**src/rtl/vgc_fetch_bridge.sv**
```systemverilog
`default_nettype none
// ============================================================================
// Module   : vgc_fetch_bridge
// Purpose  : Serves 32-bit Super Hires VGC word fetches from a 16-bit shared
//            video memory port. Each fetch is two reads, low half then high
//            half. The word is presented atomically. A one-deep pending slot
//            absorbs strobes that arrive while busy. Deadline misses and
//            dropped strobes are counted with saturation.
// Revision : 1.0 - initial release
// ============================================================================
module vgc_fetch_bridge #(
   parameter logic [15:0] BASE_ADDR = 16'h2000,
   parameter int unsigned DEADLINE  = 12
) (
   input  logic        clk_pixel,
   input  logic        reset,
   input  logic        vgc_active_i,
   input  logic        vgc_rd_i,
   input  logic [12:0] vgc_address_i,
   output logic [31:0] vgc_data_o,
   output logic        mem_req_o,
   output logic [15:0] mem_addr_o,
   input  logic        mem_ack_i,
   input  logic [15:0] mem_data_i,
   output logic        late_o,
   output logic [7:0]  late_count_o,
   output logic [7:0]  drop_count_o
);

   typedef enum logic [1:0] {
      ST_IDLE   = 2'd0,
      ST_REQ_LO = 2'd1,
      ST_REQ_HI = 2'd2
   } state_t;

   localparam logic [7:0] c_deadline = 8'(DEADLINE);

   state_t      state_q, state_d;
   logic [15:0] mem_addr_q, mem_addr_d;
   logic [15:0] lo_q, lo_d;
   logic [31:0] data_q, data_d;
   logic [7:0]  cur_age_q, cur_age_d;
   logic        pend_valid_q, pend_valid_d;
   logic [12:0] pend_addr_q, pend_addr_d;
   logic [7:0]  pend_age_q, pend_age_d;
   logic [7:0]  late_cnt_q, late_cnt_d;
   logic [7:0]  drop_cnt_q, drop_cnt_d;

   logic w_strobe;
   logic w_cur_hit;
   logic w_pend_hit;

   // Byte address of the low half of a VGC word; wraps modulo 2^16.
   function automatic logic [15:0] word_byte_addr(input logic [12:0] a);
      return BASE_ADDR + {1'b0, a, 2'b00};
   endfunction

   function automatic logic [7:0] sat_inc(input logic [7:0] v);
      return (v == 8'hFF) ? v : v + 8'd1;
   endfunction

   // Age reaches the deadline while the word is still undelivered. The active
   // fetch is always older than the pending one, so both never hit together.
   always_comb begin
      w_strobe   = vgc_rd_i && vgc_active_i;
      w_cur_hit  = (state_q != ST_IDLE) && (cur_age_q == c_deadline);
      w_pend_hit = pend_valid_q && (pend_age_q == c_deadline);
   end

   // Next-state, handshake sequencing, pending slot and counters.
   always_comb begin
      state_d      = state_q;
      mem_addr_d   = mem_addr_q;
      lo_d         = lo_q;
      data_d       = data_q;
      cur_age_d    = (state_q != ST_IDLE) ? sat_inc(cur_age_q) : cur_age_q;
      pend_valid_d = pend_valid_q;
      pend_addr_d  = pend_addr_q;
      pend_age_d   = pend_valid_q ? sat_inc(pend_age_q) : pend_age_q;
      late_cnt_d   = (w_cur_hit || w_pend_hit) ? sat_inc(late_cnt_q) : late_cnt_q;
      drop_cnt_d   = drop_cnt_q;

      // Busy strobes fill the pending slot or are dropped if it is occupied.
      if (w_strobe && (state_q != ST_IDLE)) begin
         if (pend_valid_q) begin
            drop_cnt_d = sat_inc(drop_cnt_q);
         end else begin
            pend_valid_d = 1'b1;
            pend_addr_d  = vgc_address_i;
            pend_age_d   = 8'd1;
         end
      end

      case (state_q)
         ST_IDLE: begin
            if (w_strobe) begin
               state_d    = ST_REQ_LO;
               mem_addr_d = word_byte_addr(vgc_address_i);
               cur_age_d  = 8'd1;
            end
         end
         ST_REQ_LO: begin
            if (mem_ack_i) begin
               lo_d       = mem_data_i;
               mem_addr_d = mem_addr_q + 16'd2;
               state_d    = ST_REQ_HI;
            end
         end
         ST_REQ_HI: begin
            if (mem_ack_i) begin
               data_d = {mem_data_i, lo_q};
               if (pend_valid_q) begin
                  state_d      = ST_REQ_LO;
                  mem_addr_d   = word_byte_addr(pend_addr_q);
                  cur_age_d    = sat_inc(pend_age_q);
                  pend_valid_d = 1'b0;
               end else if (w_strobe) begin
                  // A strobe coinciding with the final ack passes through the
                  // slot and starts immediately.
                  state_d      = ST_REQ_LO;
                  mem_addr_d   = word_byte_addr(vgc_address_i);
                  cur_age_d    = 8'd1;
                  pend_valid_d = 1'b0;
               end else begin
                  state_d = ST_IDLE;
               end
            end
         end
         default: state_d = ST_IDLE;
      endcase
   end

   // State and datapath registers with synchronous reset.
   always_ff @(posedge clk_pixel) begin
      if (reset) begin
         state_q      <= ST_IDLE;
         mem_addr_q   <= 16'd0;
         lo_q         <= 16'd0;
         data_q       <= 32'd0;
         cur_age_q    <= 8'd0;
         pend_valid_q <= 1'b0;
         pend_addr_q  <= 13'd0;
         pend_age_q   <= 8'd0;
         late_cnt_q   <= 8'd0;
         drop_cnt_q   <= 8'd0;
      end else begin
         state_q      <= state_d;
         mem_addr_q   <= mem_addr_d;
         lo_q         <= lo_d;
         data_q       <= data_d;
         cur_age_q    <= cur_age_d;
         pend_valid_q <= pend_valid_d;
         pend_addr_q  <= pend_addr_d;
         pend_age_q   <= pend_age_d;
         late_cnt_q   <= late_cnt_d;
         drop_cnt_q   <= drop_cnt_d;
      end
   end

   // Request is a level held through both beats of a fetch.
   always_comb begin
      mem_req_o    = (state_q != ST_IDLE);
      mem_addr_o   = mem_addr_q;
      vgc_data_o   = data_q;
      late_o       = w_cur_hit || w_pend_hit;
      late_count_o = late_cnt_q;
      drop_count_o = drop_cnt_q;
   end

endmodule
`default_nettype wire

```
**config.mk**
```make
export PLATFORM = sky130hd
export DESIGN_NAME = vgc_fetch_bridge
export DESIGN_NICKNAME = d
export VERILOG_FILES = /design/src/rtl/vgc_fetch_bridge.sv
export SDC_FILE = /design/constraint.sdc
export NUM_CORES = 1
export LEC_CHECK = 0
export BUFFER_PORTS_ARGS = -buffer_cell sky130_fd_sc_hd__buf_2
export CORE_ASPECT_RATIO = 1.1
export CORE_MARGIN = 2
export CORE_UTILIZATION = 60
export DETAILED_ROUTE_END_ITERATION = 6
export PLACE_DENSITY = 0.92
export SLEW_MARGIN = 0
export SYNTH_ARGS = -nofsm -noshare
export SYNTH_HDL_FRONTEND = slang
export SYNTH_SLANG_ARGS = --single-unit
```
**constraint.sdc**
```tcl
create_clock -name clk_pixel -period 4.55 [get_ports clk_pixel]
set_input_delay 0.6825 -clock clk_pixel [delete_from_list [all_inputs] [get_ports clk_pixel]]
set_output_delay 0.6825 -clock clk_pixel [all_outputs]
set_load 0.1 [all_outputs]
```
==> impl.org <==
** CTS
- In this run the post-CTS setup repair buffer count came out at 0.
- The number of hold buffers added after CTS was 0.
- Root cell of the clock tree :: sky130_fd_sc_hd__clkbuf_8
- Count of H-tree levels built during CTS :: 3
- Counting every sink on the clock net gives 112.
- Clock tree synthesis inserted a total of 9 buffers.
- Worst skew pair latency :: 0.38 ns
- After clock tree synthesis, the clock-pin slew on the worst setup and hold paths is 0.12 ns.
- TritonCTS built the clock tree.
- In this run, post-CTS repair resized a total of 0 instances.
- Counting along the longest clock path gives a buffer depth of 2.

** Placed design
- Worst setup timing slack at the placement stage :: 1.41 ns
- Placed instance area :: 0.00588 mm^2
- At the end of routability-driven placement, the weighted congestion stood at 0.948.
- Total instance count after detailed placement :: 858
- Number of buffer cells added on primary ports :: 99
- Half-perimeter wire length after placement :: 9.65 mm

** Yosys
- Summed instance area of the synthesized netlist :: 0.00540 mm^2
- The portion of synthesized area spent on multiplexers is 0.0155.
- Post-synthesis compound-gate area fraction :: 0.207
- Combinational family with the most area after synthesis :: simple AND/OR/NAND/NOR gates
- Post-synth cell types :: 71
- The number of nets handed over by synthesis was 732.
- Most frequently used flop master after synthesis :: sky130_fd_sc_hd__dfxtp_1
- For this run, the register share of the synthesized area comes to 0.415.
- Fraction of registers with async set or reset after synthesis :: 0
- Synthesized flop and latch total :: 112
- In this run, synthesis inferred 0 flip-flops with an integrated enable.
- Share of synthesized cell area in full adder, half adder and majority cells :: 0.0301
- Simple-Gate Fraction of Synth Area :: 0.261
- Count of warnings emitted by yosys :: 0
- Synthesized area per cell :: 7.89 um^2
- Synthesized-area fraction occupied by xor and xnor cells :: 0.0227
- Number of instances in the synthesized netlist :: 685

** Power and ir drop
- Overall power consumption after layout is estimated at 2.12 mW.
- Power density normalized to cell area :: 347 mW/mm^2
- Of the total power, the share spent switching nets is 0.355.
- The analysis attributes to net switching a power of 0.752 mW.
- Combinational fraction of design power :: 0.217
- IR analysis of the VDD net gives a maximum drop of 0.214 mV.
- Cell internal power was estimated by the tool at 1.36 mW.
- Part of the power in the clock network :: 0.280
- Sequential group share of total power :: 0.503
- In this run the static leakage power is 2.31 nW.

** Setup path
- R2R depth :: 8
- The startpoint identified for the worst register-to-register timing path is state_q[1].
- Arr. time, crit path :: 2.96 ns
- STA classifies the critical path startpoint as a register.
- The worst setup path is of the register to primary output kind.
- In this run the worst path has a maximum fanout of 13.
- End of the worst register-to-register path :: late_count_o[6]
- R2R setup slack :: 1.89 ns
- Data on the critical path is required at its endpoint by 3.87 ns.
- STA classifies the critical path endpoint as a primary output.

** Layout
- Measured on the finished design, the core utilization comes to 0.689.
- Non-Filler Cell Area, Final :: 0.00609 mm^2
- In the final layout, the share of cells above drive strength 1 is 0.178.
- 0 antenna diodes ended up in the layout.
- Top library cells by usage in the layout, fill and taps aside :: sky130_fd_sc_hd__nand2_1, sky130_fd_sc_hd__dfxtp_1, sky130_fd_sc_hd__buf_2, sky130_fd_sc_hd__a21oi_1, sky130_fd_sc_hd__nor2_1
- Non-filler instance count after layout :: 874
- From synthesis to final layout, the design area changed by 12.7%.
- After the last flow step, the layout net total stands at 802.
- Most common library cell in the layout ignoring fill and taps :: sky130_fd_sc_hd__nand2_1

** Timing
- Tightest Pin Transition :: 1.18 ns
- Dividing the final minimum period by the clock period gives 0.800.
- Highest clock rate :: 275 MHz
- Once routing completed, OpenROAD measured the worst setup slack at 0.908 ns.
- After layout, the minimum clock period comes to 3.64 ns.
- The number of max-slew violations in the final report was 0.
- Setup violations remaining at the end of the flow were counted as 0.
- Hold slack :: 0.460 ns
- For the final database, setup skew stands at 0.0132 ns.
- Setup repair after global routing left no endpoint under its margin.
- The count of final hold-check violations came to 0.
- Adding up every negative setup slack in the final design gives 0 ns.
- Headroom to the max-slew limit came out at 0.214.

** Hold path
- Along the worst hold path, the cell count comes to 2.
- The worst hold path terminates at vgc_data_o[8].
- HP Start :: vgc_data_o[8]
- Hold WC Path Type :: register to register

** Floorplanning
- For this configuration, the core starts out at a cell density of 0.612.
- Die width :: 94.5 um
- Core Rows :: 36
- The die covers 0.00978 mm^2.
- The region available for standard cell placement spans 0.00883 mm^2.
- I/O pin cnt :: 100
- Die outline height :: 104 um

** Global routing
- The number of global-route vias before repair is 4905.
- Wire length of the first global-routing pass :: 22.5 mm
- Largest net degree at the start of global routing :: 110
- Global-route usage over all layers :: 0.280
- Sum of overflow across all layers after global routing :: 0
- Initial antenna violation count :: 0

** Detailed routing
- The first detailed-routing pass ran for 6 iterations.
- The routed design has 13.9 mm of wire.
- ANT nets after route :: 0
- The detailed router finished its first iteration with 557 violations.
- Using the TritonRoute via totals, the vias-per-cell ratio works out to 6.12.
- WL/cell :: 15.9 um
- In the routed design, unresolved DRC markers number 0.
- The routed layout has 5349 vias.

** Run status
- The flow ran to the end, and the final reports show no timing, DRC or antenna violations.

** Job
- Count of max-cap constraint violations :: 0
==> power by group through the flow <==
stage | clock network [mW] | registers, mW | logic [mW]
floorplan | 0 | 1.17 | 0.267
global placement | 0 | 1.08 | 0.439
detailed placement | 0 | 1.08 | 0.449
CTS | 0.601 | 1.06 | 0.451
global route | 0.640 | 1.07 | 0.491
finish | 0.592 | 1.06 | 0.459
==> cell families (layout without fill, tap and decap cells) <==
logic type,count (synthesis),in the layout
xor gates and xnor gates,14,14
muxes,8,8
buffers and inverters,62,137
AOI/OAI and AO/OA,176,176
and+or+nand+nor,300,300
DFF,112,112
adders and majority gates,13,13
==> cells in the mapped netlist, types with 5 or more instances <==
master / number / share of area
sky130_fd_sc_hd__nand2_1: 156 / 0.11
sky130_fd_sc_hd__dfxtp_1: 112 / 0.42
sky130_fd_sc_hd__a21oi_1: 84 / 0.078
sky130_fd_sc_hd__nor2_1: 40 / 0.028
sky130_fd_sc_hd__clkbuf_1: 29 / 0.020
sky130_fd_sc_hd__nand3_1: 20 / 0.019
sky130_fd_sc_hd__o21ai_0: 19 / 0.018
sky130_fd_sc_hd__inv_1: 16 / 0.011
sky130_fd_sc_hd__ha_1: 13 / 0.030
sky130_fd_sc_hd__nor3_1: 11 / 0.010
sky130_fd_sc_hd__xnor2_1: 10 / 0.016
sky130_fd_sc_hd__a31oi_1: 9 / 0.010
sky130_fd_sc_hd__buf_2: 9 / 0.0083
sky130_fd_sc_hd__nor4_1: 9 / 0.010
sky130_fd_sc_hd__a22oi_1: 7 / 0.0097
sky130_fd_sc_hd__and2_1: 7 / 0.0081
sky130_fd_sc_hd__nand4_1: 7 / 0.0081
sky130_fd_sc_hd__a32oi_1: 6 / 0.0097
sky130_fd_sc_hd__nand2b_1: 6 / 0.0069
sky130_fd_sc_hd__nor2b_1: 6 / 0.0069
sky130_fd_sc_hd__a22o_1: 5 / 0.0081
sky130_fd_sc_hd__mux2i_1: 5 / 0.0093
sky130_fd_sc_hd__or3_1: 5 / 0.0058
sky130_fd_sc_hd__or4_1: 5 / 0.0069
==> per-layer routing <==
metal / global-route usage / vias to the layer above / wire length, um / share of wire
li1: - / 2564 / - / -
met1: 0.342 / 2488 / 5630 / 0.41
met2: 0.469 / 267 / 6900 / 0.50
met3: 0.0596 / 30 / 1100 / 0.079
met4: 0.122 / 0 / 278 / 0.020
met5: 0 / - / 0 / 0
==> registers in the layout, indices dropped and copies added, names as in the netlist <==
name / count
pend_addr_q: 13
drop_count_o: 8
lo_q: 16
mem_addr_o: 16
pend_age_q: 8
vgc_data_o: 32
late_count_o: 8
cur_age_q: 8
pend_valid_q: 1
state_q: 2
==> worst max-delay path by stage <==
stage	to	depth (start not counted)	slack [ns]	from
floorplan	late_o	7	1.64	state_q[0]
global placement	late_o	7	1.59	state_q[0]
detailed placement	late_o	7	1.41	state_q[0]
CTS	late_o	7	0.96	state_q[0]
global route	late_o	7	0.67	state_q[1]
finish	late_o	7	0.91	state_q[1]
==> area by class of cell <==
type,instances,area [um^2]
tap,114,143
clock inverter,7,82.6
clock buffer,9,124
inverter,18,67.6
timing repair buffer,103,528
sequential,112,2240
fill,729,2740
multi-input combinational,511,2900
==> worst max-delay path, stage by stage, from the launching register on <==
cell and delay [ns]:
sky130_fd_sc_hd__dfxtp_1 0.36, sky130_fd_sc_hd__inv_1 0.10, sky130_fd_sc_hd__ha_1 0.43, sky130_fd_sc_hd__inv_2 0.15, sky130_fd_sc_hd__and3_1 0.22, sky130_fd_sc_hd__a41oi_1 0.76
sky130_fd_sc_hd__inv_1 0.20, sky130_fd_sc_hd__buf_2 0.35
(Power assumes the default switching activity.)
